<file path="src/rtl/sm_arith_pkg.sv">
// Shared definitions for the clocked sign-magnitude arithmetic blocks.
package sm_arith_pkg;

    localparam int WIDTH = 4;             // operand/result magnitude width
    localparam int EXT   = WIDTH + 2;     // internal two's-complement width
    localparam int CNT_W = $clog2(EXT);   // serial bit counter width

    typedef enum logic [1:0] {
        IDLE  = 2'd0,
        SHIFT = 2'd1,
        CONV  = 2'd2,
        DONE  = 2'd3
    } state_t;

endpackage

</file>
<file path="src/rtl/sm_serial_addsub_if.sv">
// Operand/result bundle between a requester and sm_serial_addsub.
interface sm_serial_addsub_if;
    import sm_arith_pkg::*;

    logic             start;
    logic [WIDTH-1:0] A;
    logic             SignoA;
    logic [WIDTH-1:0] B;
    logic             SignoB;
    logic             sel;
    logic             busy;
    logic             done;
    logic [WIDTH-1:0] Resultado;
    logic             Signo;
    logic             Ovf;

    modport master (
        output start, A, SignoA, B, SignoB, sel,
        input  busy, done, Resultado, Signo, Ovf
    );

    modport slave (
        input  start, A, SignoA, B, SignoB, sel,
        output busy, done, Resultado, Signo, Ovf
    );

endinterface

</file>
<file path="src/rtl/full_adder_1b.sv">
// Single-bit full adder used as the serial arithmetic element.
module full_adder_1b (
    input  logic a,
    input  logic b,
    input  logic ci,
    output logic s,
    output logic co
);

    assign s  = a ^ b ^ ci;
    assign co = (a & b) | (ci & (a ^ b));

endmodule

</file>
<file path="src/rtl/sm_serial_addsub.sv">
// Bit-serial sign-magnitude adder/subtractor: converts operands to
// two's complement, adds them LSB first through one full adder, then
// converts the sum back to sign-magnitude with an overflow flag.
module sm_serial_addsub
    import sm_arith_pkg::*;
(
    input  logic               clk,
    input  logic               rst,
    sm_serial_addsub_if.slave  bus
);

    state_t           state, state_nxt;
    logic [CNT_W-1:0] cnt;
    logic [EXT-1:0]   op_a, op_b, res, mag;
    logic [EXT-1:0]   a_ext, b_ext;
    logic             carry, fa_s, fa_co;

    assign a_ext = {{(EXT-WIDTH){1'b0}}, bus.A};
    assign b_ext = {{(EXT-WIDTH){1'b0}}, bus.B};

    // Magnitude of the finished two's-complement sum (range never reaches -2^(EXT-1)).
    assign mag = res[EXT-1] ? (-res) : res;

    full_adder_1b u_fa (
        .a  (op_a[0]),
        .b  (op_b[0]),
        .ci (carry),
        .s  (fa_s),
        .co (fa_co)
    );

    // State register.
    always_ff @(posedge clk or posedge rst) begin
        // NOTE: clocked state uses non-blocking assignments so every register
        // samples pre-edge values, independent of block evaluation order.
        if (rst) state <= IDLE;
        else     state <= state_nxt;
    end

    // Next-state logic; start is only honoured from IDLE.
    always_comb begin
        // NOTE: default first so no path leaves state_nxt unassigned (no latch).
        state_nxt = state;
        case (state)
            IDLE:    if (bus.start) state_nxt = SHIFT;
            SHIFT:   if (cnt == CNT_W'(EXT-1)) state_nxt = CONV;
            CONV:    state_nxt = DONE;
            DONE:    state_nxt = IDLE;
            default: state_nxt = IDLE;
        endcase
    end

    // Operand load, serial add and output conversion.
    always_ff @(posedge clk or posedge rst) begin
        if (rst) begin
            // NOTE: every datapath register is reset so a post-reset read
            // never exposes stale operands or results from an aborted op.
            op_a          <= '0;
            op_b          <= '0;
            res           <= '0;
            carry         <= 1'b0;
            cnt           <= '0;
            bus.Resultado <= '0;
            bus.Signo     <= 1'b0;
            bus.Ovf       <= 1'b0;
        end else begin
            case (state)
                IDLE: begin
                    if (bus.start) begin
                        // -0 negates to 0, so it needs no special case.
                        op_a  <= bus.SignoA ? (-a_ext) : a_ext;
                        op_b  <= (bus.SignoB ^ bus.sel) ? (-b_ext) : b_ext;
                        carry <= 1'b0;
                        cnt   <= '0;
                    end
                end
                SHIFT: begin
                    res   <= {fa_s, res[EXT-1:1]};
                    op_a  <= op_a >> 1;
                    op_b  <= op_b >> 1;
                    carry <= fa_co;
                    cnt   <= cnt + 1'b1;
                end
                CONV: begin
                    // A zero sum has a clear MSB, so Signo is 0 for zero.
                    bus.Resultado <= mag[WIDTH-1:0];
                    bus.Signo     <= res[EXT-1];
                    bus.Ovf       <= |mag[EXT-1:WIDTH];
                end
                default: ;
            endcase
        end
    end

    assign bus.busy = (state == SHIFT) || (state == CONV);
    assign bus.done = (state == DONE);

endmodule

</file>
<file path="src/flat_wrapper.sv">
// flat-port wrapper written by rule: the top's interface ports become plain ports
module sm_serial_addsub_flat import sm_arith_pkg::*;
  (clk, rst, bus_start, bus_A, bus_SignoA, bus_B, bus_SignoB, bus_sel, bus_busy, bus_done, bus_Resultado, bus_Signo, bus_Ovf);
  sm_serial_addsub_if bus_i ();
  input  logic clk;
  input  logic rst;
  input wire logic [$bits(bus_i.start)-1:0] bus_start;
  input wire logic [$bits(bus_i.A)-1:0] bus_A;
  input wire logic [$bits(bus_i.SignoA)-1:0] bus_SignoA;
  input wire logic [$bits(bus_i.B)-1:0] bus_B;
  input wire logic [$bits(bus_i.SignoB)-1:0] bus_SignoB;
  input wire logic [$bits(bus_i.sel)-1:0] bus_sel;
  output wire logic [$bits(bus_i.busy)-1:0] bus_busy;
  output wire logic [$bits(bus_i.done)-1:0] bus_done;
  output wire logic [$bits(bus_i.Resultado)-1:0] bus_Resultado;
  output wire logic [$bits(bus_i.Signo)-1:0] bus_Signo;
  output wire logic [$bits(bus_i.Ovf)-1:0] bus_Ovf;
  assign bus_i.start = bus_start;
  assign bus_i.A = bus_A;
  assign bus_i.SignoA = bus_SignoA;
  assign bus_i.B = bus_B;
  assign bus_i.SignoB = bus_SignoB;
  assign bus_i.sel = bus_sel;
  assign bus_busy = bus_i.busy;
  assign bus_done = bus_i.done;
  assign bus_Resultado = bus_i.Resultado;
  assign bus_Signo = bus_i.Signo;
  assign bus_Ovf = bus_i.Ovf;
  sm_serial_addsub u_core (.clk(clk), .rst(rst), .bus(bus_i));
endmodule
</file>
<file path="config.mk">
export PLATFORM = sky130hd
export DESIGN_NAME = sm_serial_addsub_flat
export DESIGN_NICKNAME = d
export VERILOG_FILES = /design/src/rtl/sm_arith_pkg.sv /design/src/rtl/sm_serial_addsub_if.sv /design/src/rtl/full_adder_1b.sv /design/src/rtl/sm_serial_addsub.sv /design/src/flat_wrapper.sv
export SDC_FILE = /design/constraint.sdc
export NUM_CORES = 1
export LEC_CHECK = 0
export ABC_AREA = 1
export CAP_MARGIN = 30
export CORE_ASPECT_RATIO = 0.6
export CORE_MARGIN = 2
export CORE_UTILIZATION = 45
export CTS_BUF_LIST = sky130_fd_sc_hd__clkbuf_4 sky130_fd_sc_hd__clkbuf_8 sky130_fd_sc_hd__clkbuf_16
export CTS_CLUSTER_DIAMETER = 50
export DETAILED_ROUTE_END_ITERATION = 12
export GPL_ROUTABILITY_DRIVEN = 0
export PLACE_DENSITY = 0.78
export SLEW_MARGIN = 25
export SYNTH_ARGS = -nofsm -noshare
export SYNTH_HDL_FRONTEND = slang
export SYNTH_SLANG_ARGS = --single-unit
</file>
<file path="constraint.sdc">
create_clock -name clk -period 1.95 [get_ports clk]
set_clock_uncertainty 0.05 [all_clocks]
set_input_delay 0.195 -clock clk [delete_from_list [all_inputs] [get_ports clk]]
set_output_delay 0.195 -clock clk [all_outputs]
set_load 0.02 [all_outputs]
</file>
### Word level (Yosys, flattened, before mapping)

Cells that the tools add are included.

| storage, ports and cells | value |
|---|---|
| register bits | 30 |
| input bits | 14 |
| output and inout port bits | 8 |
| word-level logic and storage cells | 45 |

| operators by class | value |
|---|---|
| add/subtract/negate cells | 4 |
| equal/unequal tests | 6 |
| mux-type cells | 14 |
| bitwise logic cells | 6 |
| reductions and logical operators | 6 |

Operators with widths:

| operator | number |
|---|---|
| 6-bit two-way mux | 5 |
| 6-bit one-hot mux with 2 select lines | 2 |
| 4-bit negator with 6-bit output | 2 |
| 2-bit one-hot mux with 4 select lines | 1 |
| 6-bit negator | 1 |
| 3-bit one-hot mux with 2 select lines | 1 |
| 2-bit equality test, second input constant | 2 |
| 2-bit two-way mux | 2 |
| 2-bit AND reduction | 2 |
| 3-bit by 1-bit adder with 3-bit output, second input constant | 1 |
| 3-bit equality test, second input constant | 1 |
| 3-bit two-way mux | 1 |
| 1-bit bitwise XOR | 3 |
| 1-bit AND | 2 |
| 2-bit by 1-bit equality test with 1-bit output, second input constant | 1 |
| 2-bit logical NOT | 1 |
| 2-bit by 1-bit inequality test with 1-bit output, second input constant | 1 |
| 2-bit inequality test, second input constant | 1 |
| 1-bit one-hot mux with 2 select lines | 1 |
| 2-bit nonzero test | 1 |
| 2-bit OR reduction | 1 |
| 1-bit logical OR | 1 |
| 1-bit two-way mux | 1 |
| 1-bit bitwise OR | 1 |

### Depth between registers and ports, before layout

Gate-level depths: netlist (run 1).

| logic depth | value |
|---|---|
| depth after elaboration | 4 |
| depth in mapped cells | 10 |
| gate-level depth less buffers | 8 |

### Modules after synthesis

From an unflattened synthesis (run 1), not the netlist that was laid out.

| second synthesis, totals | value |
|---|---|
| cell total of the unflattened synthesis | 210 |
| area, all modules | 1645.3 um^2 |

By module, submodules not included:

| module | instances | cells an instance | area each (um^2) | seq. area each (um^2) |
|---|---|---|---|---|
| sm_serial_addsub | 1 | 209 | 1625.3 | 750.7 |
| full_adder_1b | 1 | 1 | 20.0 | 0.0 |

### Worst setup path after synthesis (run 1)

No wires, ideal clock.

| path | value |
|---|---|
| path type | register to register |
| start | reg u_core.state[1] |
| end | reg u_core.op_b[4] |
| arrival time | 1.241 ns |
| data required time | 1.773 ns |
| path slack | 0.532 ns |
| cell stages (with the launch flop) | 10 |
| clock period less this slack | 1.418 ns |
| cell sequence | dfrtp_1 -> inv_1 -> ha_1 -> buf_4 -> inv_4 -> o21ai_4 -> inv_2 -> buf_6 -> nand2_1 -> o21ai_0 |

| between the ends | value |
|---|---|
| longest elaborated chain between the ends | 3 |
| elaborated cells between the ends (all ways) | 6 |
| those cells by class | 2 x eq/ne; 1 x mux; 3 x reduce/logical |

RTL lines:

| item | RTL line | RTL |
|---|---|---|
| from (decl) | sm_serial_addsub.sv:12 | `state_t state, state_nxt;` |
| from (signal assigned) | sm_serial_addsub.sv:37 | `else state <= state_nxt;` |
| 2-bit by 1-bit equality test with 1-bit output / 2-bit logical NOT (equally long branches) | sm_serial_addsub.sv:67 | `case (state)` |
| 2-bit nonzero test (no source line) / 2-bit inequality test (equally long branches) | -- |  |
| 2-bit AND reduction (no source line) | -- |  |
| to (signal assigned) | sm_serial_addsub.sv:72 | `op_b <= (bus.SignoB ^ bus.sel) ? (-b_ext) : b_ext;` |
| to (signal assigned) | sm_serial_addsub.sv:80 | `op_b <= op_b >> 1;` |
| to (decl) | sm_serial_addsub.sv:14 | `logic [EXT-1:0] op_a, op_b, res, mag;` |

Parallel ways exist; a longest one is shown, timed or not.
A chain may end at the register's enable or synchronous reset.

### Worst setup path in the final report (run 1)

| path | value |
|---|---|
| start | reg u_core.state[0] |
| end | reg u_core.op_b[1] |

Same word-level chain as after synthesis.

==> results.txt, run 1 <==
Worst-margin pin slew: 0.379 ns
Crit Path Max Fanout: 14
FF+latch count, synth: 30
Met1 usage: 27.5%
CTS sink count: 30
Critical Path Source Type: register
CTS tree: yes
CTS Hold Buffers Added: 0
Cell row count: 17
Initial antenna violation count: 0
Core area: 0.00362 mm2
Final Max Tran Viols: 0
Port buffer count: 21
Register area: 751 um2
Initial Utilization: 46.1%
Yosys cell types: 25
Kind of critical path: register to register
Crit. End Element: register
Final hold slack: 0.214 ns
Fillers: 337
Mapped Avg Cell Area: 7.83 um2
Post-DR vias/cell: 4.93
Reg clk slew, reported paths: 0.07 ns
Netlist Area Pre-Place: 0.00167 mm2
Mapped Cells: 213
Period utilization: 90.4%
Die Wd: 82.6 um
Number of diodes: 0
CTS resizes: 0
Final Hold Viols: 0
Hold WC Path Type: primary input to asynchronous set/reset pin
YS warnings: 0
Setup violators final: 0
CP required: 2.07 ns
Multi-input gate area: 756 um2
Average routed wire per standard cell: 12.3 um
Largest net degree at the start of global routing: 31
DP Area: 0.00192 mm2
Setup bufs post-CTS: 0
GR Overflow Total: 0
CTS Buf Count: 5
Max_cap viols: 0
GR Layer Usage met3: 7.42%
Layout cell share with drive strength beyond 1: 7.14%
Clock buffer depth: 2
Final std cell area, no fill: 0.00201 mm2
First-pass GRT wire length: 6.15 mm
GR peak layer: met2
Fmax: 567 MHz
Critical path data arrival time: 1.88 ns
Grt met2 use: 28.9%
Htree depth: 2
Total power: 3160 uW
Antenna-violating nets left: 0
Pre-Repair DR Iteration Count: 4
DP HPWL: 2.54 mm
Clock Latency Late Sink: 0.30 ns
Total track usage: 20.0%
DR iter-0 viols: 77
P per Cell Area: 1570 mW/mm2
Final core area utilization: 55.7%
Fraction of the yosys area taken by sequential cells: 45.0%
I/O pin total: 22
Fin crit period: 1.76 ns
Vias after detailed routing: 1405
Syn Nets: 237
Pleak: 0.00101 uW
Die ar.: 0.00423 mm2
Die outline height: 51.2 um
Number of global-route vias before repair: 1364
Drt drc: 0
Setup_tns: 0 ns
Clk root buf: clkbuf_8
Final Net Count: 261
Final wirelength: 3.51 mm
RSZ-0062 raised after global routing: no
Slew HR: 74.7%
Syn-to-layout area delta: 20.8%
Status: finished, final reports clean
Peak supply drop: 0.989 mV
[final timing paths]
kind                                 start        endpoint  slack [ns]  depth (start not counted)
setup / recovery           u_core.state[0]  u_core.op_b[1]        0.19                          7
setup reg to reg           u_core.state[0]  u_core.op_b[1]        0.19                          7
hold / removal                         rst   u_core.cnt[1]        0.21                          3
max in group asynchronous              rst  u_core.op_b[5]        1.35                          3
min in group clk            u_core.op_b[3]  u_core.op_b[3]        0.44                          2
hold reg to reg             u_core.op_b[3]  u_core.op_b[3]        0.44                          2
[state kept, by name, summed over array words and instances, names as in the netlist]
signal / cells
u_core.op_a: 6
u_core.op_b: 6
u_core.res: 6
u_core.bus.Resultado: 4
u_core.cnt: 3
u_core.state: 2
u_core.bus.Ovf: 1
u_core.bus.Signo: 1
u_core.carry: 1
[report_power, final]
part | total (uW) | internal (uW) | switching (uW)
clock | 538 | 283 | 255
combinational | 1520 | 589 | 932
sequential | 1100 | 909 | 194
total | 3160 | 1780 | 1380
[through the flow]
stage / setup WS (ns) / std cells
floorplan: 0.532 / 213
global placement: 0.272 / 277
detailed placement: 0.202 / 277
CTS: 0.0150 / 285
global route: 0.0633 / 285
finish: 0.188 / 285
[Yosys cell counts]
| master | count | area (um2) |
|---|---|---|
| nand2_1 | 61 | 229 |
| dfrtp_1 | 30 | 751 |
| inv_1 | 29 | 109 |
| o21ai_0 | 21 | 105 |
| nor2_1 | 16 | 60.1 |
| nand3_1 | 14 | 70.1 |
| ha_1 | 9 | 113 |
| a21oi_1 | 7 | 35.0 |
| clkbuf_1 | 3 | 11.3 |
| nor2_2 | 3 | 18.8 |
| o22ai_1 | 3 | 18.8 |
| buf_4 | 2 | 15.0 |
| o211ai_1 | 2 | 15.0 |
| xor2_1 | 2 | 17.5 |
| a31oi_1 | 1 | 6.26 |
| buf_2 | 1 | 5.00 |
| buf_6 | 1 | 11.3 |
| fa_1 | 1 | 20.0 |
| inv_2 | 1 | 3.75 |
| inv_4 | 1 | 6.26 |
| nand4_1 | 1 | 6.26 |
| o21ai_4 | 1 | 16.3 |
| o21bai_1 | 1 | 7.51 |
| o221ai_1 | 1 | 8.76 |
| xnor2_1 | 1 | 8.76 |
[cells by family (layout without fill, tap and decap cells)]
kind of cell,after synthesis,in the layout,synth area share [%]
AND/OR/NAND/NOR,95,95,23.0
buffers and inverters,38,63,9.68
AO/OA/AOI/OAI,37,37,12.8
flip-flops,30,30,45.0
adder cells (fa/ha/maj),10,10,7.95
XOR/XNOR,3,3,1.58
[cell usage in the layout, fill, tap and decap left out]
master / n
inv_4: 1
a21oi_1: 7
nand2_1: 61
clkbuf_8: 6
nand3_1: 14
o21bai_1: 1
fa_1: 1
buf_4: 3
o221ai_1: 1
ha_1: 9
a31oi_1: 1
dfrtp_1: 30
o21ai_4: 1
clkinv_2: 1
o21ai_0: 21
xnor2_1: 1
o211ai_1: 2
nor2_1: 16
inv_2: 1
o22ai_1: 3
clkinvlp_4: 1
xor2_1: 2
dlymetal6s2s_1: 1
nand4_1: 1
clkdlybuf4s50_1: 20
nor2_2: 3
inv_1: 29
[worst max-delay path: stages, from the launching register on]
cell      delay, ns
dfrtp_1        0.40
inv_1          0.08
ha_1           0.26
o21ai_4        0.36
inv_2          0.20
nand2_1        0.10
nand2_1        0.05
o21bai_1       0.14
[layer usage]
metal	up-vias	part of all wire, %
li1	719	-
met1	648	53
met2	32	41
met3	6	5.1
met4	0	1.4
met5	-	0
[area by class of cell]
type                    instances  area share [%]
repair buffers                 24            11.7
clock buffers                   6            4.10
inverters                      31            5.90
multi-input cells             145            37.5
flip-flops and latches         30            37.3
well taps                      47            2.92
clock inverters                 2           0.621
Note: power is estimated with default switching activity, not from simulation.
==> inputs of run 2 (changes only) <==
--- a/config.mk
+++ b/config.mk
@@ -14,6 +14,7 @@
 export CTS_CLUSTER_DIAMETER = 50
 export DETAILED_ROUTE_END_ITERATION = 12
 export GPL_ROUTABILITY_DRIVEN = 0
+export HOLD_SLACK_MARGIN = 0.03
 export PLACE_DENSITY = 0.78
 export SLEW_MARGIN = 25
 export SYNTH_ARGS = -nofsm -noshare
==> results of run 2 <==
Same layout as run 1: the final DEF is identical, and so are final timing and power.
==> inputs of run 3 (changes only) <==
--- a/config.mk
+++ b/config.mk
@@ -15,8 +15,9 @@
 export DETAILED_ROUTE_END_ITERATION = 12
 export GPL_ROUTABILITY_DRIVEN = 0
 export HOLD_SLACK_MARGIN = 0.03
+export MAX_ROUTING_LAYER = met4
 export PLACE_DENSITY = 0.78
-export SLEW_MARGIN = 25
+export SKIP_CTS_REPAIR_TIMING = 1
 export SYNTH_ARGS = -nofsm -noshare
 export SYNTH_HDL_FRONTEND = slang
 export SYNTH_SLANG_ARGS = --single-unit
==> run 3 against run 2 <==
Compared with the run above: critical path depth stayed put; critical path type unchanged; highest routed layer unchanged; setup slack is essentially flat; sequential power hardly changed; via count is 0.21% higher; die area unchanged; flip-flop and latch count is the same; cell count did not move.
==> results.txt, run 3 (synthesis gave the netlist of run 1 again) <==
Fmax: 567 MHz
Setup_tns: 0 ns
Initial antenna violation count: 0
Largest registers: u_core.op_a (6), u_core.op_b (6), u_core.res (6)
Die Wd: 82.6 um
Cell row count: 17
I/O pin total: 22
Internal Power: 1780 uW
Largest net degree at the start of global routing: 31
Most frequent cells in the layout: 61 x nand2_1, 30 x dfrtp_1, 29 x inv_1, 21 x o21ai_0, 20 x clkdlybuf4s50_1
First-pass GRT wire length: 6.17 mm
Final worst-path setup slack: 0.188 ns
Most used cell, CP: nand2_1
Post-DR vias/cell: 4.94
Multi-input gate area: 756 um2
Die ar.: 0.00423 mm2
CTS Buf Count: 5
Layout cell share with drive strength beyond 1: 7.14%
Reg clk slew, reported paths: 0.07 ns
Max_cap viols: 0
Depth of the most critical reg-to-reg path: 7
Kind of critical path: register to register
Final wirelength: 3.49 mm
Total power: 3160 uW
Number of global-route vias before repair: 1362
Initial Utilization: 46.1%
Leading cell type in the layout, fill and taps excluded: nand2_1
Pleak: 0.00101 uW
Die outline height: 51.2 um
Seq pwr share: 35.0%
CTS tree: yes
Vias after detailed routing: 1408
Place WS: 0.202 ns
Critical Path Source Type: register
Register area: 751 um2
Htree depth: 2
Total track usage: 20.6%
Combinational power share: 48.1%
DP HPWL: 2.54 mm
Crit Path Max Fanout: 14
Crit path buf inv count: 2
FF-to-FF Start: u_core.state[0]
Hold WC Path Type: primary input to asynchronous set/reset pin
Port buffer count: 21
Clk root buf: clkbuf_8
Core area: 0.00362 mm2
Fin crit period: 1.76 ns
CP top delay family: compound AO/OA/AOI/OAI gates
Peak supply drop: 0.988 mV
Clock buffer depth: 2
Worst-margin pin slew: 0.377 ns
Switching power: 1380 uW
Drt drc: 0
Slew HR: 74.9%
Setup violators final: 0
Fillers: 337
Pre-Repair DR Iteration Count: 4
GR Overflow Total: 0
Clock Latency Late Sink: 0.29 ns
Critical path data arrival time: 1.88 ns
Number of diodes: 0
Reg2Reg Setup Slack: 0.19 ns
CP required: 2.07 ns
Clock Power Share: 16.9%
P per Cell Area: 1570 mW/mm2
RSZ-0062 raised after global routing: no
Antenna-violating nets left: 0
Crit. End Element: register
Final Net Count: 261
Switching portion of total power: 43.6%
Worst stage delay on the critical path: 0.40 ns
Average routed wire per standard cell: 12.2 um
Final Hold Viols: 0
Final Max Tran Viols: 0
Period utilization: 90.4%
DR iter-0 viols: 81
Crit-path cells: inv_1, ha_1, o21ai_4, inv_2, nand2_1, nand2_1, o21bai_1
Status: finished, final reports clean
Slowest stage cell, crit path: dfrtp_1
RR Endpoint: u_core.op_b[1]
Syn-to-layout area delta: 20.8%
CTS sink count: 30
==> run 3: worst reg2reg max path, stage by stage (launching register included) <==
cell	delay, ns
dfrtp_1	0.40
inv_1	0.08
ha_1	0.26
o21ai_4	0.36
inv_2	0.20
nand2_1	0.10
nand2_1	0.05
o21bai_1	0.14
==> run 3: layer usage <==
| metal | track usage, % | vias to the layer above | share of wire, % |
|---|---|---|---|
| li1 | - | 718 | - |
| met1 | 27.5 | 656 | 54 |
| met2 | 28.9 | 27 | 41 |
| met3 | 7.42 | 7 | 3.5 |
| met4 | 6.83 | 0 | 1.6 |
| met5 | - | - | 0 |
==> run 3: worst max path at each step <==
stage	start	endpoint	slack [ns]	cells past startpoint
after floorplan	u_core.state[1]	u_core.op_b[4]	0.53	9
final	u_core.state[0]	u_core.op_b[1]	0.19	7
after global routing	u_core.state[0]	u_core.op_b[1]	0.06	7
after detailed placement	u_core.state[0]	u_core.op_b[1]	0.20	7
after global placement	u_core.state[0]	u_core.op_b[1]	0.27	7
after CTS	u_core.state[0]	bus_busy	0.01	3
==> run 3: final cells by class <==
cell class              count  share of cell area (%)
repair buffers             24                    11.7
flip-flops and latches     30                    37.3
clock buffers               6                    4.10
inverters                  31                    5.90
clock inverters             2                   0.621
multi-input cells         145                    37.5
well taps                  47                    2.92
==> run 3: power by group through the flow <==
stage               Combinational, uW  Clock, uW  Sequential, uW
global route                     1730        585            1140
CTS                              1530        553            1100
global placement                 1480          0            1090
finish                           1520        534            1100
detailed placement               1520          0            1110
floorplan                        1090          0            1110
==> run 3: through the flow <==
| step | util (%) | hold slack, ns | area [um2] | cells |
|---|---|---|---|---|
| floorplan | - | 0.236 | 1670 | 213 |
| global placement | 53.0 | 0.408 | 1920 | 277 |
| detailed placement | 53.0 | 0.421 | 1920 | 277 |
| CTS | 55.6 | 0.231 | 2010 | 285 |
| global route | 55.7 | 0.267 | 2010 | 285 |
| finish | 55.7 | 0.217 | 2010 | 285 |
